--- config.mk ---
export PLATFORM = sky130hd
export DESIGN_NAME = bus_ctrl_arbiter
export DESIGN_NICKNAME = d
export VERILOG_FILES = /design/src/rtl/bus_ctrl_arbiter.sv
export SDC_FILE = /design/constraint.sdc
export NUM_CORES = 1
export LEC_CHECK = 0
export CAP_MARGIN = 20
export CORE_MARGIN = 1
export CORE_UTILIZATION = 43
export DETAILED_ROUTE_END_ITERATION = 7
export GPL_TIMING_DRIVEN = 0
export PLACE_DENSITY = 0.73
export SLEW_MARGIN = 15
export SYNTH_ARGS = -nofsm -noshare
export SYNTH_HDL_FRONTEND = slang
export SYNTH_SLANG_ARGS = --single-unit
--- constraint.sdc ---
create_clock -name CLK -period 1.3 [get_ports CLK]
set_clock_uncertainty 0.1 [all_clocks]
set_input_delay 0.195 -clock CLK [delete_from_list [all_inputs] [get_ports CLK]]
set_output_delay 0.195 -clock CLK [all_outputs]
set_load 0.05 [all_outputs]
--- src/rtl/bus_ctrl_arbiter.sv ---
// Round-robin owner arbiter and block-transfer sequencer for the shared L1-to-L2 bus.
// One requester owns the bus for a full block, a timeout abort, or until reset.
module bus_ctrl_arbiter #(
    parameter int NUM_CPUS         = 2,
    parameter int BLOCK_SIZE_WORDS = 2,
    parameter int L2_TIMEOUT       = 25,
    localparam int IDW = (NUM_CPUS > 1) ? $clog2(NUM_CPUS) : 1,
    localparam int BW  = (BLOCK_SIZE_WORDS > 1) ? $clog2(BLOCK_SIZE_WORDS) : 1,
    localparam int WW  = $clog2(L2_TIMEOUT + 1)
) (
    input  logic                CLK,
    input  logic                nRST,
    input  logic [NUM_CPUS-1:0] req,
    input  logic [NUM_CPUS-1:0] req_rw,
    output logic [NUM_CPUS-1:0] gnt,
    output logic [IDW-1:0]      gnt_id,
    output logic                busy,
    output logic                l2_req,
    output logic                l2_rw,
    input  logic                l2_ready,
    output logic [BW-1:0]       beat_idx,
    output logic [NUM_CPUS-1:0] done,
    output logic                timeout_err
);

    localparam logic [1:0] ST_IDLE = 2'd0;
    localparam logic [1:0] ST_XFER = 2'd1;
    localparam logic [1:0] ST_DONE = 2'd2;

    localparam logic [BW-1:0]  LAST_BEAT = BW'(BLOCK_SIZE_WORDS - 1);
    localparam logic [WW-1:0]  LAST_WAIT = WW'(L2_TIMEOUT - 1);
    localparam logic [IDW-1:0] LAST_ID   = IDW'(NUM_CPUS - 1);

    logic [1:0]     r_state;
    logic [IDW-1:0] r_ptr;
    logic [IDW-1:0] r_id;
    logic           r_rw;
    logic           r_abort;
    logic [BW-1:0]  r_beat;
    logic [WW-1:0]  r_wait;

    logic           w_any;
    logic [IDW-1:0] w_win;

    // Rotating priority: first set request at or above r_ptr, wrapping.
    always_comb begin
        w_any = 1'b0;
        w_win = '0;
        for (int i = 0; i < NUM_CPUS; i++) begin
            int k;
            k = int'(r_ptr) + i;
            if (k >= NUM_CPUS) k = k - NUM_CPUS;
            if (!w_any && req[k]) begin
                w_any = 1'b1;
                w_win = IDW'(k);
            end
        end
    end

    always_ff @(posedge CLK) begin
        if (!nRST) begin
            r_state <= ST_IDLE;
            r_ptr   <= '0;
            r_id    <= '0;
            r_rw    <= 1'b0;
            r_abort <= 1'b0;
            r_beat  <= '0;
            r_wait  <= '0;
        end else begin
            case (r_state)
                ST_IDLE: begin
                    if (w_any) begin
                        r_id    <= w_win;
                        r_rw    <= req_rw[w_win];
                        r_state <= ST_XFER;
                    end
                end
                ST_XFER: begin
                    if (l2_ready) begin
                        r_wait <= '0;
                        if (r_beat == LAST_BEAT) begin
                            r_beat  <= '0;
                            r_state <= ST_DONE;
                        end else begin
                            r_beat <= r_beat + 1'b1;
                        end
                    end else if (r_wait == LAST_WAIT) begin
                        r_abort <= 1'b1;
                        r_state <= ST_DONE;
                    end else begin
                        r_wait <= r_wait + 1'b1;
                    end
                end
                ST_DONE: begin
                    r_ptr   <= (r_id == LAST_ID) ? '0 : r_id + 1'b1;
                    r_abort <= 1'b0;
                    r_beat  <= '0;
                    r_wait  <= '0;
                    r_state <= ST_IDLE;
                end
                default: r_state <= ST_IDLE;
            endcase
        end
    end

    always_comb begin
        gnt         = '0;
        gnt_id      = '0;
        busy        = 1'b0;
        l2_req      = 1'b0;
        l2_rw       = 1'b0;
        beat_idx    = '0;
        done        = '0;
        timeout_err = 1'b0;
        case (r_state)
            ST_XFER: begin
                gnt[r_id] = 1'b1;
                gnt_id    = r_id;
                busy      = 1'b1;
                l2_req    = 1'b1;
                l2_rw     = r_rw;
                beat_idx  = r_beat;
            end
            ST_DONE: begin
                gnt_id      = r_id;
                busy        = 1'b1;
                done[r_id]  = 1'b1;
                timeout_err = r_abort;
            end
            default: ;
        endcase
    end

endmodule

== Word-level counts from Yosys, hierarchy flattened ==
Index checks and enable logic that the tools add are counted.
Cells by class
  add/subtract/negate cells: 6
  magnitude comparators: 7
  eq/ne operators: 10
  multiplexer cells: 39
  reductions and logical operators: 11
Operators with widths (count)
  32-bit by 3-bit less-than comparator with 1-bit output (second input constant): 2
  32-bit 2-to-1 mux: 2
  1-bit 2-to-1 mux: 24
  2-bit 2-to-1 mux: 6
  5-bit 2-to-1 mux: 2
  5-bit case mux with 2 select lines: 1
  3-bit inequality test (second input constant): 3
  2-bit inequality test (second input constant): 4
  2-bit AND reduction: 3
  3-bit AND reduction: 2
  5-bit by 1-bit adder with 5-bit output (second input constant): 1
  5-bit equality test (second input constant): 1
  1-bit by 2-bit less-than comparator with 1-bit output (second input constant): 2
  1-bit case mux with 2 select lines: 2
  2-bit case mux with 2 select lines: 1
  1-bit by 2-bit subtractor with 3-bit output (second input constant): 1
  2-bit by 2-bit subtractor with 3-bit output (second input constant): 1
  1-bit adder (second input constant): 2
  1-bit by 1-bit adder with 2-bit output (second input constant): 1
  2-bit by 1-bit equality test with 1-bit output (second input constant): 1
  2-bit equality test (second input constant): 1
  1-bit by 2-bit >= comparator with 1-bit output (second input constant): 1
  2-bit >= comparator (second input constant): 1
  1-bit logical AND: 2
  6 further kinds: 6
Storage, ports and cells
  bits in registers: 12
  input port bits: 7
  output and inout port bits: 10
  word-level logic and storage cells: 80

== Longest topological paths before layout ==
Gate-level depths: netlist of run 1.
  depth after elaboration: 11
  mapped depth: 7
  depth with buffers taken out: 6

== Least setup slack after synthesis of run 1 ==
OpenSTA, ideal clock, no wires.
  kind: register to output
  start point: register r_state[1]
  end point: output port gnt[0]
  data arrival time: 1.957 ns
  data required time: 1.005 ns
  slack: -0.952 ns
  stages on the path, launching flop included: 5
  cell sequence: dfxtp_1 > inv_1 > ha_1 > buf_2 > nor2b_1
Between the ends
  word-level cells in the longest chain between the ends: 2
RTL lines
  from (decl): line 34  | logic [1:0] r_state;
  from (signal assigned): line 62  | r_state <= ST_IDLE;
  from (signal assigned): line 75  | r_state <= ST_XFER;
  from (signal assigned): line 83  | r_state <= ST_DONE;
  2-bit by 1-bit equality test with 1-bit output: line 115  | case (r_state)
  2-bit 2-to-1 mux: line 115
  to (decl): line 15  | output logic [NUM_CPUS-1:0] gnt,
Every way passes these cells.

== Worst setup path after layout of run 1 ==
  start point: register r_state[1]
  end point: output port gnt[1]
Same word-level chain as after synthesis.

==> impl_metrics.yaml, run 1 <==
yosys:
  yosys.area_share.simple_pct: 33.6
  yosysSeqAreaShare_pct: 32.4
  yosys_warnings: 0
  synthAdderAreaFrac_pct: 8.43
  synth_top_area_cell: "dfxtp_1"
  synth_area_um2: 742
  mappedNetlistNets: 103
  synth_mux_area_share_pct: 1.35
  synth_most_common_cell: "dfxtp_1"
  ys_ff_latch: 12
  synth_top_family_by_area: "simple AND/OR/NAND/NOR gates"
  synthCells: 91
  synth_top_area_share_pct: 32.4
  synth_edf_count: 0
  synthFlopType: "dfxtp_1"
  syn_area_per_cell_um2: 8.15
  synth_xor_xnor_area_share_pct: 0
  yosys-top-cells-area: "dfxtp_1, ha_1, and2_1"
  yosysUniqueCellTypes: 30
  synth-compound-area-share_pct: 21.1
  synth-async-reset-ratio_pct: 0
  synth_commonest_cells: "dfxtp_1, and2_1, nand2_1"
die:
  initial_core_util_pct: 47.6
  ios: 17
  die_w_um: 43.5
  dieArea_mm2: 0.00190
  core_area_mm2: 0.00156
  die_y_um: 43.5
  placementRows: 14
sta:
  maxSlewViolCount: 0
  fin_ws_ps: -306
  grt_setup_unrepaired: "yes"
  slew_headroom_pct: 74.4
  worstMarginPinSlew_ps: 383
  fin_crit_sh_pct: 124
  hold_viol: 0
  fmax_ghz: 0.623
  setup-violations-final: 19
  period_needed_ps: 1610
global_route:
  grt_max_degree: 11
  antenna_found_initial: 0
  grt_overflow: 0
  grt_pass1_vias: 802
  grtUsageTotal_pct: 27.6
  grt_first_pass_wirelength_mm: 3.73
cells_and_area:
  drive_gt1_share_pct: 51.6
  post-route-cell-area_mm2: 0.00131
  nNetsFinal: 141
  antenna_cells: 0
  syn_to_final_growth_pct: 76.6
clocking:
  worstSkewPairLatency_ps: 290
  tritoncts.num_buffers: 3
  ctsRootBufferMaster: "clkbuf_4"
  cts_hold_buffers: 0
  cts_tree: "done"
  cts_max_level: 1
  path_clk_slew_ps: 80
  numClockSinks: 12
  clockBufferDepth: 2
power_and_ir_drop:
  vdd_drop_max_v: 0.000703
  p_sw_share_pct: 34.8
  power_uw: 1250
  power.share.sequential_pct: 33.6
  power_density_mw_per_mm2: 955
  clockPowerShare_pct: 25.5
  p_switching_uw: 435
  internal-power_uw: 816
  power_frac_comb_pct: 41.0
  p_leak_uw: 0.000520
setup_path:
  critPathArrivalTime_ps: 1310
  crit_type: "register to output port"
  end_kind: "output port"
  crit_fanout: 6
  cp-start-kind: "register"
  r2r_slack_ps: -290
  startpoint: "r_state[1]$_SDFFE_PN0P_"
  worstPathRequired_ps: 1000
  timing.rr.start: "r_state[1]$_SDFFE_PN0P_"
  r2r_cells: 7
drt:
  antenna_left: 0
  wl_per_cell_um: 16.0
  via_per_inst: 5.58
  drc: 2
  finalWirelength_mm: 2.31
  vias: 803
  first_iter_violations: 12
  drt_pass1_iterations: 6
hold_path:
  hold_start: "r_abort$_SDFFE_PN0P_"
  whs_path_depth: 2
  hp-class: "register to register"
outcome:
  status: "finished with violations"
  violations: "design-rule violations, negative setup slack"
place:
  place.gp.congestion: 0.749
  hpwl_mm: 1.29
  placed_area_um2: 995
  port_buffers: 16
job:
  drv_cap: 0
final cells by class:
cell class | count | area (um2)
Multi-Input combinational cell | 73 | 617
Timing Repair Buffer | 33 | 342
Sequential cell | 12 | 253
Fill cell | 92 | 249
Clock buffer | 4 | 36.3
Inverter | 4 | 22.5
Buffer | 2 | 20.0
Tap cell | 16 | 20.0
through the flow:
stage                     utilization [%]  hold WS, ps  worst slack [ps]  TNS [ps]  std cells
after floorplan                         -          229              -161     -1780         91
after global placement               63.8          385              -877    -10710        123
after detailed placement             63.8          406              -877    -10920        123
after CTS                            80.8          432              -276     -3910        142
after global routing                 84.0          453              -355     -5520        144
final                                84.0          438              -306     -4340        144
path summary, 6_finish.rpt:
| check | end |
|---|---|
| worst max-delay path | gnt[1] |
| worst min-delay path | r_abort$_SDFFE_PN0P_ |
| worst max register to register | r_wait[4]$_SDFFE_PN0P_ |
| worst min register to register | r_abort$_SDFFE_PN0P_ |
routing by layer:
| metal | track usage, % | wire [um] | up-vias |
|---|---|---|---|
| met4 | 11.9 | 26 | 0 |
| met3 | 10.8 | 129 | 4 |
| met2 | 46.9 | 1200 | 26 |
| met5 | 0 | 0 | - |
| met1 | 30.5 | 952 | 371 |
| li1 | - | - | 402 |
repair_timing:
item                                    4_1_cts  5_1_grt
pin swaps                                     9        5
buffers inserted                             15        2
gates resized for setup                     104        9
endpoints found under the setup margin       21       20
power by group through the flow:
stage | clock [uW] | combinational [uW] | sequential, uW
final | 318 | 512 | 420
after global placement | 0 | 358 | 423
after CTS | 311 | 473 | 417
after detailed placement | 0 | 361 | 424
after global routing | 342 | 545 | 424
after floorplan | 0 | 275 | 417
critical path, stage by stage, from the launching register on:
cell and delay (ps):
dfxtp_2 370, inv_4 60, ha_4 170, buf_8 130, and2_4 150, buf_8 140
registers in the layout, indices dropped and copies added, names as in the netlist:
name	count
r_id	1
r_ptr	1
r_abort	1
r_rw	1
r_state	2
r_wait	5
r_beat	1
kinds of logic after synthesis:
family / count (synthesis)
AO/OA/AOI/OAI: 23
buffers and inverters: 6
AND/OR/NAND/NOR: 44
multiplexers: 1
flip-flops: 12
adder cells (fa/ha/maj): 5
cell usage in the layout, fill, tap and decap left out, types with 2 or more instances in the layout:
| cell | n |
|---|---|
| dfxtp_4 | 3 |
| nand4_1 | 2 |
| buf_8 | 9 |
| clkdlybuf4s50_1 | 6 |
| nand3b_1 | 2 |
| and2_4 | 6 |
| nor2_1 | 3 |
| a21oi_1 | 4 |
| o21ai_0 | 2 |
| nor2b_4 | 3 |
| nor2b_1 | 3 |
| o21ai_1 | 3 |
| nand2b_4 | 3 |
| nand2_1 | 7 |
| buf_6 | 5 |
| dfxtp_1 | 8 |
| nand4b_1 | 2 |
| ha_4 | 4 |
| inv_4 | 3 |
| clkbuf_4 | 4 |
| and2_1 | 2 |
| buf_4 | 13 |
| nand3_1 | 4 |
| o21a_1 | 2 |
(Power assumes the default switching activity.)
==> inputs of run 2 (changes only) <==
--- a/config.mk
+++ b/config.mk
@@ -10,7 +10,7 @@
 export CORE_UTILIZATION = 43
 export DETAILED_ROUTE_END_ITERATION = 7
 export GPL_TIMING_DRIVEN = 0
-export PLACE_DENSITY = 0.73
+export PLACE_DENSITY = 0.79
 export SLEW_MARGIN = 15
 export SYNTH_ARGS = -nofsm -noshare
 export SYNTH_HDL_FRONTEND = slang
==> constraint.sdc (replaced) <==
create_clock -name CLK -period 1.3 [get_ports CLK]
set_clock_uncertainty 0.1 [all_clocks]
set_input_delay 0.325 -clock CLK [delete_from_list [all_inputs] [get_ports CLK]]
set_output_delay 0.325 -clock CLK [all_outputs]
set_load 0.05 [all_outputs]
==> impl_metrics.yaml, run 2 (same netlist as run 1, synthesis figures left out) <==
outcome:
  status: "finished with violations"
  violations: "negative setup slack"
clocking:
  worstSkewPairLatency_ps: 280
  tritoncts.num_buffers: 3
  clockBufferDepth: 2
  cts_max_level: 1
  path_clk_slew_ps: 80
  ctsRootBufferMaster: "clkbuf_4"
  cts_tree: "done"
  cts_hold_buffers: 0
  numClockSinks: 12
power_and_ir_drop:
  vdd_drop_max_v: 0.000831
  power_uw: 1220
  power_density_mw_per_mm2: 930
  p_leak_uw: 0.000522
global_route:
  grt_max_degree: 11
  grt_overflow: 0
  grt_first_pass_wirelength_mm: 3.44
  antenna_found_initial: 0
  grtUsageTotal_pct: 25.1
  grt_pass1_vias: 758
setup_path:
  critPathArrivalTime_ps: 1290
  cp-start-kind: "register"
  worstPathRequired_ps: 880
  crit_type: "register to output port"
  r2r_slack_ps: -370
  crit_fanout: 6
  end_kind: "output port"
sta:
  grt_setup_unrepaired: "yes"
  setup-violations-final: 19
  period_needed_ps: 1720
  fin_crit_sh_pct: 132
  worstMarginPinSlew_ps: 424
  hold_viol: 0
  setup_tns_ps: -6080
  holdWs_ps: 379
  slew_headroom_pct: 71.7
  fin_ws_ps: -417
  maxSlewViolCount: 0
  fmax_ghz: 0.583
drt:
  antenna_left: 0
  wl_per_cell_um: 15.9
  vias: 806
  drt_pass1_iterations: 4
  via_per_inst: 5.72
  first_iter_violations: 17
  drc: 0
  finalWirelength_mm: 2.25
die:
  initial_core_util_pct: 47.6
  placementRows: 14
  dieArea_mm2: 0.00190
  die_w_um: 43.5
  ios: 17
  die_y_um: 43.5
  core_area_mm2: 0.00156
place:
  port_buffers: 16
  hpwl_mm: 1.23
  place.gp.congestion: 0.777
cells_and_area:
  largest_reg_flops: 5
  antenna_cells: 0
  mostFrequentLayoutCells: "buf_6, buf_4, dfxtp_1"
  largestRegisters: "r_wait: 5 flops, r_state: 2 flops"
  syn_to_final_growth_pct: 76.9
  fin_util_pct: 84.2
  drive_gt1_share_pct: 52.0
  largest-register: "r_wait"
  final_common_cell: "buf_6"
  nNetsFinal: 138
job:
  drv_cap: 0
hold_path:
  hp-class: "primary input to register"
[run 2: through the flow]
step	area, um2	instances	setup slack [ps]
after floorplan	821	91	-249
after global placement	1000	123	-1010
after detailed placement	1000	123	-1010
after CTS	1270	140	-419
after global routing	1310	141	-449
final	1310	141	-417
[run 2: power by group]
part | internal [uW] | switching [uW] | total, uW
combinational | 239 | 255 | 494
clock | 171 | 138 | 309
sequential | 389 | 28.4 | 418
total | 799 | 421 | 1220
[run 2: path summary, 6_finish.rpt]
check,startpoint,endpoint,cells after the start
min,req[0],r_id$_SDFFE_PN0P_,4
min reg2reg,r_rw$_SDFFE_PN0P_,r_rw$_SDFFE_PN0P_,2
max,r_state[1]$_SDFFE_PN0P_,gnt[1],5
max reg2reg,r_state[1]$_SDFFE_PN0P_,r_wait[3]$_SDFFE_PN0P_,8
[run 2: per-layer routing]
layer  up-vias  track usage (%)  routed length [um]
li1        391                -                   -
met1       384             32.5                1010
met5         -                0                   0
met2        27             39.1                1070
met4         0             15.0                  52
met3         4             4.17                 113
[run 2: critical path, stage by stage, from the launching register on]
cell and delay (ps):
dfxtp_4 380, inv_4 50, ha_4 160, buf_6 120, and2_4 150, buf_8 140
[run 2: final cells by class]
type,instances,area [um2]
Buffer,2,18.8
Inverter,4,20.0
Tap cell,16,20.0
Sequential cell,12,250
Clock buffer,4,36.3
Fill cell,85,246
Timing Repair Buffer,30,333
Multi-Input combinational cell,73,634
[run 2: what timing repair did]
action | CTS | global route
gates resized for setup | 103 | 12
pin swaps | 10 | 3
buffers inserted | 14 | 1
endpoints found under the setup margin | 21 | 21
